--- src/rtl/hdb3_pat_sched_if.sv ---
// Handshake and data bundle between a test sequencer and hdb3_pat_sched.
//   master : sequencer side, drives start/stop and the run parameters,
//            observes the emitted bit stream and status.
//   slave  : scheduler side, the mirror image of master.
// Signals:
//   i_start, i_stop       start request / abort request
//   i_pattern, i_pat_len  test pattern (MSB first) and number of bits used
//   i_bit_count, i_div    bits to emit (0 = continuous), bit period - 1
//   o_bit, o_bit_valid    current bit and its one-cycle strobe
//   o_busy, o_done        run in progress / natural completion pulse
//   o_bits_sent           bits emitted since the last accepted start
interface hdb3_pat_sched_if #(
    parameter int unsigned PAT_W = 32,
    parameter int unsigned LEN_W = 6,
    parameter int unsigned CNT_W = 16,
    parameter int unsigned DIV_W = 8
);
    logic             i_start;
    logic             i_stop;
    logic [PAT_W-1:0] i_pattern;
    logic [LEN_W-1:0] i_pat_len;
    logic [CNT_W-1:0] i_bit_count;
    logic [DIV_W-1:0] i_div;
    logic             o_bit;
    logic             o_bit_valid;
    logic             o_busy;
    logic             o_done;
    logic [CNT_W-1:0] o_bits_sent;

    modport master (
        output i_start, i_stop, i_pattern, i_pat_len, i_bit_count, i_div,
        input  o_bit, o_bit_valid, o_busy, o_done, o_bits_sent
    );

    modport slave (
        input  i_start, i_stop, i_pattern, i_pat_len, i_bit_count, i_div,
        output o_bit, o_bit_valid, o_busy, o_done, o_bits_sent
    );
endinterface

--- src/rtl/hdb3_pat_sched.sv ---
// Bit-stream scheduler feeding the HDB3 encoder test path.
// A programmable pattern is latched on an accepted start and emitted MSB
// first, one bit per strobe, every i_div+1 clocks. The run ends after
// i_bit_count bits (o_done pulse) or continues until i_stop when the count
// is zero. All outputs are registered.
// Ports:
//   i_clk    clock, rising edge
//   i_rst_n  synchronous active-low reset
//   bus      hdb3_pat_sched_if slave modport (start/stop, run parameters,
//            bit stream and status outputs)
module hdb3_pat_sched #(
    parameter int unsigned PAT_W = 32,
    parameter int unsigned LEN_W = 6,
    parameter int unsigned CNT_W = 16,
    parameter int unsigned DIV_W = 8
) (
    input logic              i_clk,
    input logic              i_rst_n,
    hdb3_pat_sched_if.slave  bus
);

    localparam int unsigned      PTR_W  = (PAT_W > 1) ? $clog2(PAT_W) : 1;
    localparam logic [LEN_W-1:0] PatLen = LEN_W'(PAT_W);
    localparam logic [PTR_W-1:0] PtrTop = PTR_W'(PAT_W - 1);

    typedef enum logic [1:0] {StIdle, StRun, StDone} state_e;

    state_e           state_q;
    logic [PAT_W-1:0] pat_q;
    logic [PTR_W-1:0] ptr_q;
    // Pointer value of the last used pattern bit (PAT_W - L); stored instead
    // of L so the wrap test is a plain equality.
    logic [PTR_W-1:0] wrap_q;
    // Bits still to emit in count mode; stays 0 in continuous mode.
    logic [CNT_W-1:0] remain_q;
    logic [DIV_W-1:0] div_q;
    logic [DIV_W-1:0] divcnt_q;
    logic [CNT_W-1:0] sent_q;
    logic             bit_q;
    logic             valid_q;
    logic             busy_q;
    logic             done_q;

    logic [LEN_W-1:0] eff_len;
    logic [PTR_W-1:0] wrap_start;

    // Length 0 or anything beyond the register width selects the full pattern.
    always_comb begin
        eff_len = bus.i_pat_len;
        if (bus.i_pat_len == '0 || bus.i_pat_len > PatLen) begin
            eff_len = PatLen;
        end
        wrap_start = PTR_W'(PatLen - eff_len);
    end

    always_ff @(posedge i_clk) begin
        if (!i_rst_n) begin
            state_q  <= StIdle;
            pat_q    <= '0;
            ptr_q    <= '0;
            wrap_q   <= '0;
            remain_q <= '0;
            div_q    <= '0;
            divcnt_q <= '0;
            sent_q   <= '0;
            bit_q    <= 1'b0;
            valid_q  <= 1'b0;
            busy_q   <= 1'b0;
            done_q   <= 1'b0;
        end else begin
            valid_q <= 1'b0;
            done_q  <= 1'b0;
            case (state_q)
                StIdle: begin
                    if (bus.i_start && !bus.i_stop) begin
                        pat_q    <= bus.i_pattern;
                        wrap_q   <= wrap_start;
                        remain_q <= bus.i_bit_count;
                        div_q    <= bus.i_div;
                        ptr_q    <= PtrTop;
                        divcnt_q <= '0;
                        sent_q   <= '0;
                        busy_q   <= 1'b1;
                        state_q  <= StRun;
                    end
                end
                StRun: begin
                    if (bus.i_stop) begin
                        busy_q  <= 1'b0;
                        state_q <= StIdle;
                    end else if (divcnt_q == '0) begin
                        bit_q    <= pat_q[ptr_q];
                        valid_q  <= 1'b1;
                        sent_q   <= sent_q + 1'b1;
                        divcnt_q <= div_q;
                        ptr_q    <= (ptr_q == wrap_q) ? PtrTop : ptr_q - 1'b1;
                        if (remain_q == CNT_W'(1)) begin
                            state_q <= StDone;
                        end else if (remain_q != '0) begin
                            remain_q <= remain_q - 1'b1;
                        end
                    end else begin
                        divcnt_q <= divcnt_q - 1'b1;
                    end
                end
                StDone: begin
                    // An abort landing on the completion edge swallows the pulse.
                    done_q  <= !bus.i_stop;
                    busy_q  <= 1'b0;
                    state_q <= StIdle;
                end
                default: begin
                    busy_q  <= 1'b0;
                    state_q <= StIdle;
                end
            endcase
        end
    end

    assign bus.o_bit       = bit_q;
    assign bus.o_bit_valid = valid_q;
    assign bus.o_busy      = busy_q;
    assign bus.o_done      = done_q;
    assign bus.o_bits_sent = sent_q;

endmodule

--- src/flat_wrapper.sv ---
// flat-port wrapper written by rule: the top's interface ports become plain ports
module hdb3_pat_sched_flat 
#(
    parameter int unsigned PAT_W = 32,
    parameter int unsigned LEN_W = 6,
    parameter int unsigned CNT_W = 16,
    parameter int unsigned DIV_W = 8
)
  (i_clk, i_rst_n, bus_i_start, bus_i_stop, bus_i_pattern, bus_i_pat_len, bus_i_bit_count, bus_i_div, bus_o_bit, bus_o_bit_valid, bus_o_busy, bus_o_done, bus_o_bits_sent);
  hdb3_pat_sched_if #(.PAT_W(PAT_W), .LEN_W(LEN_W), .CNT_W(CNT_W), .DIV_W(DIV_W)) bus_i ();
  input logic i_clk;
  input logic i_rst_n;
  input wire logic [$bits(bus_i.i_start)-1:0] bus_i_start;
  input wire logic [$bits(bus_i.i_stop)-1:0] bus_i_stop;
  input wire logic [$bits(bus_i.i_pattern)-1:0] bus_i_pattern;
  input wire logic [$bits(bus_i.i_pat_len)-1:0] bus_i_pat_len;
  input wire logic [$bits(bus_i.i_bit_count)-1:0] bus_i_bit_count;
  input wire logic [$bits(bus_i.i_div)-1:0] bus_i_div;
  output wire logic [$bits(bus_i.o_bit)-1:0] bus_o_bit;
  output wire logic [$bits(bus_i.o_bit_valid)-1:0] bus_o_bit_valid;
  output wire logic [$bits(bus_i.o_busy)-1:0] bus_o_busy;
  output wire logic [$bits(bus_i.o_done)-1:0] bus_o_done;
  output wire logic [$bits(bus_i.o_bits_sent)-1:0] bus_o_bits_sent;
  assign bus_i.i_start = bus_i_start;
  assign bus_i.i_stop = bus_i_stop;
  assign bus_i.i_pattern = bus_i_pattern;
  assign bus_i.i_pat_len = bus_i_pat_len;
  assign bus_i.i_bit_count = bus_i_bit_count;
  assign bus_i.i_div = bus_i_div;
  assign bus_o_bit = bus_i.o_bit;
  assign bus_o_bit_valid = bus_i.o_bit_valid;
  assign bus_o_busy = bus_i.o_busy;
  assign bus_o_done = bus_i.o_done;
  assign bus_o_bits_sent = bus_i.o_bits_sent;
  hdb3_pat_sched #(.PAT_W(PAT_W), .LEN_W(LEN_W), .CNT_W(CNT_W), .DIV_W(DIV_W)) u_core (.i_clk(i_clk), .i_rst_n(i_rst_n), .bus(bus_i));
endmodule
--- config.mk ---
export PLATFORM = sky130hd
export DESIGN_NAME = hdb3_pat_sched_flat
export DESIGN_NICKNAME = d
export VERILOG_FILES = /design/src/rtl/hdb3_pat_sched_if.sv /design/src/rtl/hdb3_pat_sched.sv /design/src/flat_wrapper.sv
export SDC_FILE = /design/constraint.sdc
export NUM_CORES = 1
export LEC_CHECK = 0
export CELL_PAD_IN_SITES_DETAIL_PLACEMENT = 0
export CELL_PAD_IN_SITES_GLOBAL_PLACEMENT = 1
export CORE_MARGIN = 3
export CORE_UTILIZATION = 42
export DETAILED_ROUTE_END_ITERATION = 12
export PLACE_DENSITY_LB_ADDON = 0.1
export SLEW_MARGIN = 20
export SYNTH_ARGS = -nofsm -noshare
export SYNTH_HDL_FRONTEND = slang
export SYNTH_SLANG_ARGS = --single-unit
--- constraint.sdc ---
create_clock -name i_clk -period 6.44 [get_ports i_clk]
set_input_delay 0.644 -clock i_clk [delete_from_list [all_inputs] [get_ports i_clk]]
set_output_delay 0.644 -clock i_clk [all_outputs]
set_load 0.03 [all_outputs]
==> run metrics <==
final max-slew violation count=0; clk_lat worst skew=0.34 ns; Worst Tran Pin Value=0.9921 ns; min Tclk post-route=3.154 ns; cell count after synthesis=602; CTS tree=done; via count=4,436; Peak VDD IR=0.1634 mV; # clock sinks=96; Core Util, Final=54.59%; Synth Register Bits=96; all-layer global routing usage=19.18%; FF-to-FF End=u_core.remain_q[10]; commonest cells after routing, fill and taps aside=nand2_1, dfxtp_1, clkdlybuf4s50_1; Worst slew margin=33.86%; CP cell instances=inv_1 -> ha_1 -> nor4b_1 -> nand2_1 -> a21oi_2 -> and2_4 -> a211oi_2; Boundary Pins=86; antenna viol nets, final=0; antenna cells=0; Post-synth EDFFs=0; largest net degree at the start of global routing=67; CP Data Arrival Time=3.35 ns; post-CTS resize count=0; DP Wirelength=8.025 mm; R2R cell count=7; DRC=0; area grow syn2layout=25.38%; core region area=10,980 um^2; layout cells sized above 1=6.757%; setup bufs post-CTS=0; area share of and/or/nand/nor cells after synthesis=24.10%; HP Class=flip-flop to flip-flop; R2R Setup Slk=3.29 ns; status=complete, no violations; post-route setup TNS=0 ns; Die H=112.7 um; Pleak=2.116 nW; synthesized area per cell=7.944 um^2; RSZ-0062 raised after global routing=no; final wirelength=12.02 mm; Synth Area in Adders=1.832%; Die Wd=112.7 um; count of different cell masters after synthesis=56; Routed WL per cell=14.91 um; register area share after synthesis=40.19%; Setup crit end=u_core.remain_q[10]; max-cap violation count=0; Design Area, Final=5996 um^2; WS Path Type=flip-flop to flip-flop; Yosys Warn Count=0; Iter 0 DRT Violations=333; xor and xnor area share after synthesis=2.015%; Worst Setup SP=u_core.divcnt_q[0]; final count of hold timing violations=0; Max Clock Freq=317.1 MHz; mux contribution to synthesized area=4.631%; Setup Skew=0.007010 ns; Post-Syn Area=4782 um^2; Layout Nets=735; Final setup viols=0; hold path cells=2; Starting Density=43.54%; Syn Nets=675; H-tree Lvls=3; grt ovf=0; vias per cell=5.504; Post-Layout Cell Count=806; Pwr Density=238.2 nW/um^2; Placement Cell Area=5674 um^2; Placed Cells=791; number of global-route vias before repair=4,246; Placer Congestion=0.8359; final period utilization=48.97%; die area=12,700 um^2; Slowest cell on crit path=a21oi_2; Inserted Clock Buffers=9; ys async rst share=0%; CTS Buffer Depth=2; R2R Path Start=u_core.divcnt_q[0]; largest family of logic cells by synthesized area=simple AND/OR/NAND/NOR gates; Worst path max stage delay=0.85 ns; Compound-Gate Fraction of Synth Area=22.42%; Worst Path Max Fanout=21; most common cell after layout, fill and taps aside=nand2_1; Worst Setup End Kind=flip-flop; drt pass-1 iters=5; first-pass GRT wire length=20.16 mm; Root Buffer=clkbuf_16; CTS clk-pin slew, worst paths=0.06 ns; CP startpoint kind=flip-flop; PortBufs=85; dominant synthesized flop cell=dfxtp_1; initial antenna violation count=0; cts-stage hold buffer count=0; Site Rows=38; worst path required time=6.64 ns
## through the flow
stage | hold slack (ns) | worst slack [ns] | power [mW]
after floorplan | 0.4329 | 4.054 | 0.7844
after global placement | 0.4399 | 3.312 | 0.8610
after global routing | 0.4697 | 2.895 | 1.488
final | 0.4540 | 3.286 | 1.428
after CTS | 0.4544 | 3.269 | 1.443
after detailed placement | 0.4450 | 3.291 | 0.8636
## cells by family after synthesis
group,after synthesis
simple gates,248
compound gates,171
flops,96
buf+inv,55
mux,14
xor+xnor,11
fa+ha+maj,7
## worst min path at each step
stage / startpoint / to / slack (ns)
detailed placement: u_core.pat_q[17] / u_core.pat_q[17] / 0.44
CTS: u_core.pat_q[17] / u_core.pat_q[17] / 0.45
global placement: u_core.pat_q[5] / u_core.pat_q[5] / 0.44
finish: u_core.pat_q[5] / u_core.pat_q[5] / 0.45
global route: u_core.pat_q[17] / u_core.pat_q[17] / 0.47
floorplan: u_core.pat_q[20] / u_core.pat_q[20] / 0.43
## worst max-delay path, delay by kind of cell (launching register included)
| family | cells | cell delay, ns |
|---|---|---|
| and+or+nand+nor | 3 | 1.48 |
| AOI/OAI and AO/OA | 2 | 0.95 |
| DFF | 1 | 0.35 |
| adders and majority gates | 1 | 0.15 |
| buffers and inverters | 1 | 0.09 |
## Yosys cell counts, types with 7 or more instances
cell type,number,share of area [%]
a21oi_1,79,8.3
nor3_1,14,1.5
o31ai_1,9,1.4
nand2_1,134,11
ha_1,7,1.8
nand2b_1,9,1.2
a31oi_1,14,1.8
dfxtp_1,96,40
clkbuf_1,33,2.6
or3_1,17,2.2
inv_1,14,1.1
nor2_1,25,2.0
o21ai_0,24,2.5
nand3_1,15,1.6
## flip-flops by register name (all words and copies together) (netlist names)
name / cells
u_core.bus.o_busy: 1
u_core.bus.o_bit_valid: 1
u_core.ptr_q: 5
u_core.pat_q: 32
u_core.wrap_q: 5
u_core.state_q: 2
u_core.bus.o_bits_sent: 16
u_core.bus.o_done: 1
u_core.bus.o_bit: 1
u_core.divcnt_q: 8
u_core.div_q: 8
u_core.remain_q: 16
## power by group
| group | total, mW | switching [mW] | internal (mW) |
|---|---|---|---|
| sequential | 0.646 | 0.0273 | 0.618 |
| combinational | 0.205 | 0.107 | 0.0982 |
| clock | 0.577 | 0.219 | 0.359 |
## routing by layer
| layer | track usage (%) | share of wire, % | vias up |
|---|---|---|---|
| met1 | 24.81 | 47 | 2054 |
| met4 | 6.971 | 1.4 | 0 |
| li1 | - | - | 2281 |
| met3 | 4.278 | 4.9 | 12 |
| met2 | 31.52 | 46 | 89 |
| met5 | 0 | 0 | - |
## area by class of cell
class	count	area [um^2]
multi-input cells	451	2634
well taps	140	175.2
fillers	1073	4987
flip-flops and latches	96	1922
clock buffers	12	256.5
inverters	14	55.05
repair buffers	90	888.4
clock inverters	3	65.06
Power figures use the tool's default switching activity.
